## src/rtl/pipeline_ctrl_pkg.sv

```systemverilog
// Shared definitions for the pipeline redirect controller: FSM state codes,
// default datapath widths and the NOP encoding used by the pipeline registers.
package pipeline_ctrl_pkg;

  localparam int DEF_XLEN       = 32;
  localparam int DEF_REG_ADDR_W = 5;
  localparam int DEF_STAT_W     = 32;

  typedef logic [1:0] state_t;

  localparam state_t S_RUN      = 2'd0;
  localparam state_t S_REDIRECT = 2'd1;
  localparam state_t S_MEMWAIT  = 2'd2;

  // ADDI x0, x0, 0 -- what a flushed pipeline register holds
  localparam logic [31:0] NOP_INSTR = 32'h0000_0013;

endpackage

```

## src/rtl/hazard_detect_unit.sv

```systemverilog
// Combinational load-use compare: flags when the ID instruction reads the
// register that a load currently in EX will write.
module hazard_detect_unit
  import pipeline_ctrl_pkg::*;
#(
  parameter int REG_ADDR_W = DEF_REG_ADDR_W
) (
  input  logic                  ex_mem_read,
  input  logic [REG_ADDR_W-1:0] ex_rd,
  input  logic [REG_ADDR_W-1:0] id_rs1,
  input  logic [REG_ADDR_W-1:0] id_rs2,
  input  logic                  id_use_rs1,
  input  logic                  id_use_rs2,
  output logic                  hazard
);

  logic rs1_hit;
  logic rs2_hit;

  // x0 never carries a real dependency, so a load into x0 cannot cause a stall
  always_comb begin
    rs1_hit = id_use_rs1 && (id_rs1 == ex_rd);
    rs2_hit = id_use_rs2 && (id_rs2 == ex_rd);
    hazard  = ex_mem_read && (ex_rd != {REG_ADDR_W{1'b0}}) && (rs1_hit || rs2_hit);
  end

endmodule

```

## src/rtl/pipeline_redirect_controller.sv

```systemverilog
// PC redirect / flush / stall sequencer for the 5-stage core.
// Optional statistics counters are built when BRANCH_STATS_EN is defined.
module pipeline_redirect_controller
  import pipeline_ctrl_pkg::*;
#(
  parameter int XLEN       = DEF_XLEN,
  parameter int REG_ADDR_W = DEF_REG_ADDR_W,
  parameter int STAT_W     = DEF_STAT_W
) (
  input  logic                  CLK,
  input  logic                  RESET,
  input  logic                  branch_valid,
  input  logic                  branch_taken,
  input  logic [XLEN-1:0]       branch_target,
  input  logic                  ex_mem_read,
  input  logic [REG_ADDR_W-1:0] ex_rd,
  input  logic [REG_ADDR_W-1:0] id_rs1,
  input  logic [REG_ADDR_W-1:0] id_rs2,
  input  logic                  id_use_rs1,
  input  logic                  id_use_rs2,
  input  logic                  mem_busy,
  output logic                  pc_sel,
  output logic [XLEN-1:0]       pc_target,
  output logic                  flush_if_id,
  output logic                  flush_id_ex,
  output logic                  stall_if,
  output logic                  stall_id,
  output logic                  bubble_ex,
  output logic                  stall_pipe,
  output logic                  target_misaligned,
  output logic [STAT_W-1:0]     stat_branches,
  output logic [STAT_W-1:0]     stat_taken,
  output logic [STAT_W-1:0]     stat_stalls
);

  state_t          state;
  state_t          next_state;
  logic            pending;
  logic            next_pending;
  logic [XLEN-1:0] target_q;
  logic [XLEN-1:0] next_target;
  logic            hazard;
  logic            load_use;

  hazard_detect_unit #(
    .REG_ADDR_W (REG_ADDR_W)
  ) u_hazard (
    .ex_mem_read (ex_mem_read),
    .ex_rd       (ex_rd),
    .id_rs1      (id_rs1),
    .id_rs2      (id_rs2),
    .id_use_rs1  (id_use_rs1),
    .id_use_rs2  (id_use_rs2),
    .hazard      (hazard)
  );

  // State register with synchronous reset; reset also drops any pending redirect
  always_ff @(posedge CLK) begin
    if (RESET) begin
      state    <= S_RUN;
      pending  <= 1'b0;
      target_q <= {XLEN{1'b0}};
    end else begin
      state    <= next_state;
      pending  <= next_pending;
      target_q <= next_target;
    end
  end

  // Next-state logic: a stall outranks a redirect, and a redirect resolved
  // under a stall is parked in pending until memory becomes ready
  always_comb begin
    next_state   = state;
    next_pending = pending;
    next_target  = target_q;
    case (state)
      S_RUN: begin
        if (mem_busy) begin
          next_state   = S_MEMWAIT;
          next_pending = branch_valid && branch_taken;
          next_target  = branch_target;
        end else if (branch_valid && branch_taken) begin
          next_state  = S_REDIRECT;
          next_target = branch_target;
        end else begin
          next_state = S_RUN;
        end
      end
      S_REDIRECT: begin
        if (mem_busy) begin
          next_state   = S_MEMWAIT;
          next_pending = 1'b0;
        end else begin
          next_state = S_RUN;
        end
      end
      S_MEMWAIT: begin
        if (!mem_busy) begin
          next_state   = pending ? S_REDIRECT : S_RUN;
          next_pending = 1'b0;
        end else begin
          next_state = S_MEMWAIT;
        end
      end
      default: begin
        next_state   = S_RUN;
        next_pending = 1'b0;
      end
    endcase
  end

  // Outputs: redirect/flush/freeze follow the state; load-use reacts in the same cycle
  always_comb begin
    pc_sel            = 1'b0;
    pc_target         = {XLEN{1'b0}};
    flush_if_id       = 1'b0;
    flush_id_ex       = 1'b0;
    stall_if          = 1'b0;
    stall_id          = 1'b0;
    bubble_ex         = 1'b0;
    stall_pipe        = 1'b0;
    target_misaligned = 1'b0;
    load_use          = 1'b0;
    case (state)
      S_RUN: begin
        load_use  = hazard && !mem_busy && !branch_valid;
        stall_if  = load_use;
        stall_id  = load_use;
        bubble_ex = load_use;
      end
      S_REDIRECT: begin
        pc_sel            = 1'b1;
        pc_target         = {target_q[XLEN-1:1], 1'b0};
        flush_if_id       = 1'b1;
        flush_id_ex       = 1'b1;
        target_misaligned = target_q[1];
      end
      S_MEMWAIT: begin
        stall_pipe = 1'b1;
        stall_if   = 1'b1;
        stall_id   = 1'b1;
      end
      default: begin
        stall_pipe = 1'b0;
      end
    endcase
  end

`ifdef BRANCH_STATS_EN
  logic [STAT_W-1:0] cnt_branches;
  logic [STAT_W-1:0] cnt_taken;
  logic [STAT_W-1:0] cnt_stalls;

  // Event counters, wrapping naturally at 2^STAT_W
  always_ff @(posedge CLK) begin
    if (RESET) begin
      cnt_branches <= {STAT_W{1'b0}};
      cnt_taken    <= {STAT_W{1'b0}};
      cnt_stalls   <= {STAT_W{1'b0}};
    end else begin
      if ((state == S_RUN) && branch_valid) begin
        cnt_branches <= cnt_branches + STAT_W'(1);
      end else begin
        cnt_branches <= cnt_branches;
      end
      if ((next_state == S_REDIRECT) && (state != S_REDIRECT)) begin
        cnt_taken <= cnt_taken + STAT_W'(1);
      end else begin
        cnt_taken <= cnt_taken;
      end
      if (load_use || (state == S_MEMWAIT)) begin
        cnt_stalls <= cnt_stalls + STAT_W'(1);
      end else begin
        cnt_stalls <= cnt_stalls;
      end
    end
  end

  assign stat_branches = cnt_branches;
  assign stat_taken    = cnt_taken;
  assign stat_stalls   = cnt_stalls;
`else
  assign stat_branches = {STAT_W{1'b0}};
  assign stat_taken    = {STAT_W{1'b0}};
  assign stat_stalls   = {STAT_W{1'b0}};
`endif

endmodule

```

## config.mk

```make
export PLATFORM = sky130hd
export DESIGN_NAME = pipeline_redirect_controller
export DESIGN_NICKNAME = d
export VERILOG_FILES = /design/src/rtl/pipeline_ctrl_pkg.sv /design/src/rtl/hazard_detect_unit.sv /design/src/rtl/pipeline_redirect_controller.sv
export SDC_FILE = /design/constraint.sdc
export NUM_CORES = 1
export LEC_CHECK = 0
export BUFFER_PORTS_ARGS = -buffer_cell sky130_fd_sc_hd__buf_2
export CORE_MARGIN = 4
export CORE_UTILIZATION = 30
export CTS_CLUSTER_DIAMETER = 30
export DETAILED_ROUTE_END_ITERATION = 10
export PLACE_DENSITY = 0.67
export SETUP_SLACK_MARGIN = 0.3
export SYNTH_ARGS = -nofsm -noshare
export SYNTH_HDL_FRONTEND = slang
export SYNTH_SLANG_ARGS = --single-unit
```

## constraint.sdc

```tcl
create_clock -name CLK -period 1.4 [get_ports CLK]
set_input_delay 0.28 -clock CLK [delete_from_list [all_inputs] [get_ports CLK]]
set_output_delay 0.28 -clock CLK [all_outputs]
set_load 0.1 [all_outputs]
```

# == Word-level counts from Yosys, hierarchy flattened ==
# Index checks and enable logic that the tools add are counted.
# W data, S select, Z words.
# word_totals
output_inout_bits,136
in_bits,55
ff_bits,35
# op_classes
n_mux,18
n_eq_ne,7
reduce_logical,15
# op_table
op,n
$mux W32,3
$eq A5 B5 Y1,2
$mux W1,9
$logic_and A1 B1 Y1,7
$mux W2,3
$ne A2 B2 Y1 const B,3
$pmux W2 S3,1
$reduce_bool A5 Y1,1
$pmux W1 S3,1
$reduce_and A3 Y1,1
$eq A2 B1 Y1 const B,1
$eq A2 B2 Y1 const B,1
$logic_not A1 Y1,2
$logic_not A2 Y1,1
$pmux W1 S2,1
$reduce_and A2 Y1,1
$reduce_bool A2 Y1,1
$logic_or A1 B1 Y1,1

# == Depth between registers and ports, before layout ==
# Gate-level depths: netlist of the first run.
# depth
ltp_word,7
depth_mapped,6

# == By module ==
# A second synthesis of the first run with hierarchy kept.
# hier_totals
cells_unflattened,308
hier_area_um2,2673.8
# modules_own_cells
module,instances,cells_each,area_per_inst_um2
pipeline_redirect_controller,1,291,2539.9
hazard_detect_unit,1,17,133.9

# == Worst setup path after synthesis of the first run ==
# OpenSTA, ideal clock, no wires.
# synth_timing
path_type,input -> output
startpoint,input port ex_rd[3]
endpoint,output port stall_if
arrival_time_ps,3740
n_path_buf,1
path_stages,5
setup_slack_ps,-2620
cell_sequence,xor2_1 -> nor4_1 -> a32oi_1 -> o31ai_1 -> buf_4
# synth_between
elab_chain_len,7
# synth_rtl
element,line,text
"start, declared",pipeline_redirect_controller.sv:16,"input logic [REG_ADDR_W-1:0] ex_rd,"
$eq A5 B5 Y1 (on tied branches),"hazard_detect_unit.sv:22, hazard_detect_unit.sv:23",
$logic_and A1 B1 Y1 (on tied branches),"hazard_detect_unit.sv:22, hazard_detect_unit.sv:23",
$logic_or A1 B1 Y1,hazard_detect_unit.sv:24,hazard = ex_mem_read && (ex_rd != {REG_ADDR_W{1'b0}}) && (rs1_hit || rs2_hit);
$logic_and A1 B1 Y1 (*),hazard_detect_unit.sv:24,
$logic_and A1 B1 Y1 (*) (2 in series),pipeline_redirect_controller.sv:126,load_use = hazard && !mem_busy && !branch_valid;
$pmux W1 S2 (*),-,
"end, declared",pipeline_redirect_controller.sv:26,"output logic stall_if,"
# Every way passes the cells marked *; elsewhere a longest branch is shown, timed or not.

# == Worst setup path after layout of the first run ==
# layout_timing
startpoint,input port id_rs1[3]
endpoint,output port stall_id
# layout_between
elab_chain_len,7
# layout_rtl
element,line,text
"start, declared",pipeline_redirect_controller.sv:17,"input logic [REG_ADDR_W-1:0] id_rs1,"
$eq A5 B5 Y1,hazard_detect_unit.sv:22,rs1_hit = id_use_rs1 && (id_rs1 == ex_rd);
$logic_and A1 B1 Y1,hazard_detect_unit.sv:22,
$logic_or A1 B1 Y1,hazard_detect_unit.sv:24,
$logic_and A1 B1 Y1,hazard_detect_unit.sv:24,
$logic_and A1 B1 Y1 (2 in series),pipeline_redirect_controller.sv:126,
$pmux W1 S2,pipeline_redirect_controller.sv:124,case (state)
"end, declared",pipeline_redirect_controller.sv:27,"output logic stall_id,"
# No other way between the ends.

==> results of run 1 <==
-- logic make-up after synthesis --
logic type	count (synthesis)	synth area share [%]
other	1	0.159
muxes	1	0.424
buffers and inverters	119	36.4
and+or+nand+nor	108	21.9
DFF	34	28.8
xor gates and xnor gates	10	3.71
AOI/OAI and AO/OA	38	8.54
-- area by class of cell --
class,count,share of cell area [%]
clock inverters,1,0.690
multi-input cells,254,39.4
well taps,102,2.93
clock buffers,7,1.75
inverters,2,0.259
repair buffers,131,39.2
flip-flops and latches,34,15.8
-- metal layers --
layer,share of wire [%],GRT usage [%],vias up
met3,8.2,4.47,5
li1,-,-,1016
met4,0.47,1.94,0
met1,35,13.9,1029
met2,57,26.1,109
met5,0,0,-
-- cell usage in the layout (no fill, tap or decap), types with 5 or more instances in the layout --
cell      Yosys  routed
buf_4       102       8
nand2_2       0       7
buf_6         3      19
clkbuf_8      0       5
dfxtp_1      34      32
xor2_1        8       6
nand2_4       0      30
conb_1        1      97
nand2_1      64      27
buf_2         6      46
a21oi_2       0      31
buf_12        0      50
and2_4        0      31
buf_16        0       5
-- through the flow --
stage | setup TNS, ns | power (mW)
final | -19.75 | 3.94
after global routing | -23.56 | 4.08
after CTS | -17.66 | 3.76
after detailed placement | -5.78 | 2.72
after global placement | -5.07 | 2.70
after floorplan | -4.34 | 2.74
-- registers in the layout, indices dropped and copies added (netlist names) --
register	count
pending	1
state	2
target_q	31
-- final timing paths --
kind / startpoint / to / slack (ns) / cells after the start
max: id_rs1[3] / stall_id / -0.47 / 6
min: branch_target[30] / target_q[30] / 0.24 / 3
min reg2reg: target_q[3] / target_q[3] / 0.48 / 2
max reg2reg: state[0] / target_q[26] / -0.24 / 8
-- worst max-delay path, cell delays in order --
cell and delay (ns):
buf_6 0.09, xor2_1 0.16, nor4_2 0.30, a32oi_2 0.21
o31ai_4 0.32, buf_12 0.22
-- repair_timing --
action / 4_1_cts / 5_1_grt
pin swaps: 19 / 14
gates resized for setup: 56 / 91
setup buffers: 15 / 1
gates cloned: 6 / 2
endpoints found under the setup margin: 71 / 71
-- power by group --
group	leakage, nW	total [mW]	switching (mW)	internal [mW]
Clock	0.0524	0.882	0.350	0.533
Combinational	1.74	1.96	1.55	0.409
Sequential	0.281	1.10	0.0692	1.03
==> results.cfg, run 1 <==
[finish]
syn_to_final_growth_pct = 84.5
final_area_um2 = 4350
stdcell_count = 531
diodes = 0
finish.utilization_pct = 56.6
n_fill_cell = 637
multi_input_area_um2 = 1710
layout-drive-gt1-share_pct = 58.7
nNetsFinal = 483
seq_area_um2 = 686

[cts]
cts_buffers = 5
clock_path_buffers = 2
clockRootBuffer = clkbuf_8
cts_tree = yes
path_clk_slew_ns = 0.07
ctsHoldBuffers = 0
htreeDepth = 2
numClockSinks = 34
clkLatencyLatePin_ns = 0.28

[grt]
gr-usage-all-layers_pct = 13.3
antenna_found_initial = 0
grt_first_pass_wirelength_mm = 10.3
grt_max_degree = 24
grt_pass1_vias = 2044
overflow = 0

[yosys]
avgSynthCellArea_um2 = 7.59
yosys-top-cells-count = 102 x buf_4, 64 x nand2_1, 34 x a21oi_1, 34 x dfxtp_1, 31 x and2_1
ys_seq_area_share_pct = 28.8
synth_cell_types = 25
yosysMostFrequentCell = buf_4
synthFlopType = dfxtp_1
synthTopCellsByArea = buf_4 32%, dfxtp_1 29%, nand2_1 10%
yosysTopAreaCell = buf_4
synth-seq-cells = 34
async_flop_share_pct = 0
netlist_area_um2 = 2360
synth_edf_count = 0
yosys_warnings = 0
netlist_instances = 311
synth_top_area_share_pct = 32.4

[power_and_ir_drop]
power.density_nw_per_um2 = 906
leakagePower_nw = 2.07
ir_drop_uv = 618

[drt]
vias = 2159
dr.pass1.iters = 4
drc = 0
routedWlPerCell_um = 14.1
drtIter0Drc = 27
viasPerCell = 4.07
antenna_left = 0
routed_wl_mm = 7.51

[sta]
setup_slack_ns = -0.467
fmaxAchievable_mhz = 535
fin_crit_sh_pct = 133
finalHoldViolations = 0
drv_slew = 0
worst_hold_slack_ns = 0.237
rsz0062_at_grt = yes
period_needed_ns = 1.87
finClkSkew_ns = 0.00494
final-setup-viol-count = 70

[setup_path]
cp.required_ns = 1.12
cp-start-kind = primary input
path_class = primary input to output port
crit_path_end_kind = output port
critical_path.max_fanout = 2
arrival_ns = 1.59

[run_status]
violations = negative setup slack
outcome = finished with violations

[placement]
place_congestion = 0.764
dpl-instance-area_um2 = 3340
dp.cells = 499
dp_hpwl_mm = 4.70
numPortBuffers = 92
dpl_worst_slack_ns = -0.591

[job]
cap_violations = 0

[floorplanning]
initial_utilization_pct = 30.7
num_io_pins = 191
die_w_um = 96.7
core_area_um2 = 7690
std_cell_rows = 32
die_h_um = 96.7
die-area_um2 = 9350

[min_path]
min_path_type = primary input to flip-flop
(Power assumes the default switching activity.)
==> run 2: changes to the inputs <==
--- a/config.mk
+++ b/config.mk
@@ -6,7 +6,7 @@
 export NUM_CORES = 1
 export LEC_CHECK = 0
 export BUFFER_PORTS_ARGS = -buffer_cell sky130_fd_sc_hd__buf_2
-export CORE_MARGIN = 4
+export CORE_MARGIN = 2
 export CORE_UTILIZATION = 30
 export CTS_CLUSTER_DIAMETER = 30
 export DETAILED_ROUTE_END_ITERATION = 10
==> run 2 against run 1 <==
Core utilization fell by 1.9 points. Largest cell class unchanged. The run still ends with negative setup slack left. Sequential power barely moved. Register-to-register slack better by 0.14 ns. Sequential share of layout area increased by 0.53 points. Die area is 8.1% lower.
==> results.cfg, run 2 (synthesized netlist as in run 1, its figures left out) <==
[grt]
antenna_found_initial = 0
gr-usage-all-layers_pct = 12.8
grt_pass1_vias = 1809
grt_max_degree = 26
grt_first_pass_wirelength_mm = 8.67
overflow = 0

[setup_path]
r2r_start = state[1]
r2r_slack_ns = -0.10
cp-start-kind = primary input
arrival_ns = 1.56
reg2regPathDepth = 6
critical_path.max_fanout = 2
crit_path_end_kind = output port
r2r_end = target_q[27]
path_class = primary input to output port
cp.required_ns = 1.12

[finish]
final_cell_mix = 97 x conb_1, 49 x buf_2, 46 x buf_12, 33 x nand2_1
diodes = 0
syn_to_final_growth_pct = 78.4
final_area_um2 = 4210
mostFrequentLayoutCell = conb_1
top_register = target_q
top_regs = target_q (31), state (2), pending (1)
nNetsFinal = 476
largest_reg_flops = 31
finish.utilization_pct = 54.8
layout-drive-gt1-share_pct = 56.5

[cts]
path_clk_slew_ns = 0.07
cts_buffers = 5
clkLatencyLatePin_ns = 0.28
numClockSinks = 34
htreeDepth = 2
clockRootBuffer = clkbuf_8
clock_path_buffers = 2
cts_tree = yes

[power_and_ir_drop]
ir_drop_uv = 572
power.density_nw_per_um2 = 926
leakagePower_nw = 2.01

[floorplanning]
core_area_um2 = 7690
initial_utilization_pct = 30.7
die_h_um = 92.7
num_io_pins = 191
die-area_um2 = 8590
die_w_um = 92.7
std_cell_rows = 32

[drt]
routed_wl_mm = 6.45
drc = 0
viasPerCell = 4.02
dr.pass1.iters = 3
antenna_left = 0
vias = 2102
drtIter0Drc = 22
routedWlPerCell_um = 12.3

[sta]
finClkSkew_ns = 0.00604
finalHoldViolations = 0
period_needed_ns = 1.84
drv_slew = 0
fmaxAchievable_mhz = 543
fin_crit_sh_pct = 132
final-setup-viol-count = 56
finalSetupTns_ns = -12.59
rsz0062_at_grt = yes
setup_slack_ns = -0.442

[placement]
dp_hpwl_mm = 4.14
dpl_worst_slack_ns = -0.609
numPortBuffers = 92
dpl-instance-area_um2 = 3340
place_congestion = 0.677

[min_path]
min_from = branch_target[4]
min_to = target_q[4]
holdPathStages = 3
min_path_type = primary input to flip-flop

[run_status]
violations = negative setup slack
outcome = finished with violations

[job]
cap_violations = 0
run 2: cell types whose count changed in the layout (fill, tap and decap cells not counted), moves of 3 or more:
cell,before,now
buf_12,50,46
buf_16,5,8
buf_2,46,49
buf_6,19,11
nand2_1,27,33
nand2_2,7,1
run 2: report_power, final:
part,leakage [nW],switching (mW),internal [mW],total [mW]
Clock,0.0573,0.334,0.569,0.903
Combinational,1.68,1.53,0.373,1.90
Sequential,0.281,0.0660,1.03,1.10
Total,2.01,1.93,1.97,3.90
run 2: metal layers:
layer | share of wire, % | global-route usage, %
met5 | 0 | 0
met4 | 0.16 | 2.57
met2 | 56 | 25.0
met3 | 7.8 | 3.66
met1 | 36 | 13.5
run 2: repair_timing:
item | in CTS | in global routing
pin swaps | 10 | 5
gates resized for setup | 52 | 75
gates cloned | 6 | 0
setup buffers | 9 | 3
setup endpoints to repair | 71 | 71
hold buffers | 0 | 0
hold endpoints to repair | 0 | 0
run 2: cell type report:
| cell class | instances | area [um^2] |
|---|---|---|
| flip-flops and latches | 34 | 686 |
| clock buffers | 6 | 82.6 |
| fillers | 665 | 3480 |
| inverters | 2 | 11.3 |
| clock inverters | 1 | 30.0 |
| multi-input cells | 254 | 1690 |
| repair buffers | 124 | 1590 |
| well taps | 102 | 128 |
run 2: critical path: stages:
cell	delay [ns]
buf_6	0.09
xor2_1	0.15
nor4_2	0.29
a32oi_2	0.21
o31ai_4	0.32
buf_12	0.22
run 2: worst max path at each step:
stage               end  startpoint  cells after the start  slack, ns
5_1_grt        stall_if   id_rs1[1]                      6      -0.48
3_5_place_dp   stall_id    ex_rd[2]                      6      -0.61
3_3_place_gp   stall_if    ex_rd[2]                      6      -0.56
4_1_cts        stall_id   id_rs1[1]                      6      -0.45
2_1_floorplan  stall_if    ex_rd[3]                      5      -1.05
6_report       stall_if   id_rs1[1]                      6      -0.44
run 2: through the flow:
| stage | total power, mW | hold slack [ns] | instances |
|---|---|---|---|
| 2_1_floorplan | 2.74 | 0.351 | 407 |
| 3_3_place_gp | 2.70 | 0.443 | 498 |
| 3_5_place_dp | 2.71 | 0.453 | 498 |
| 4_1_cts | 3.79 | 0.230 | 520 |
| 6_report | 3.90 | 0.241 | 523 |
| 5_1_grt | 4.03 | 0.237 | 523 |
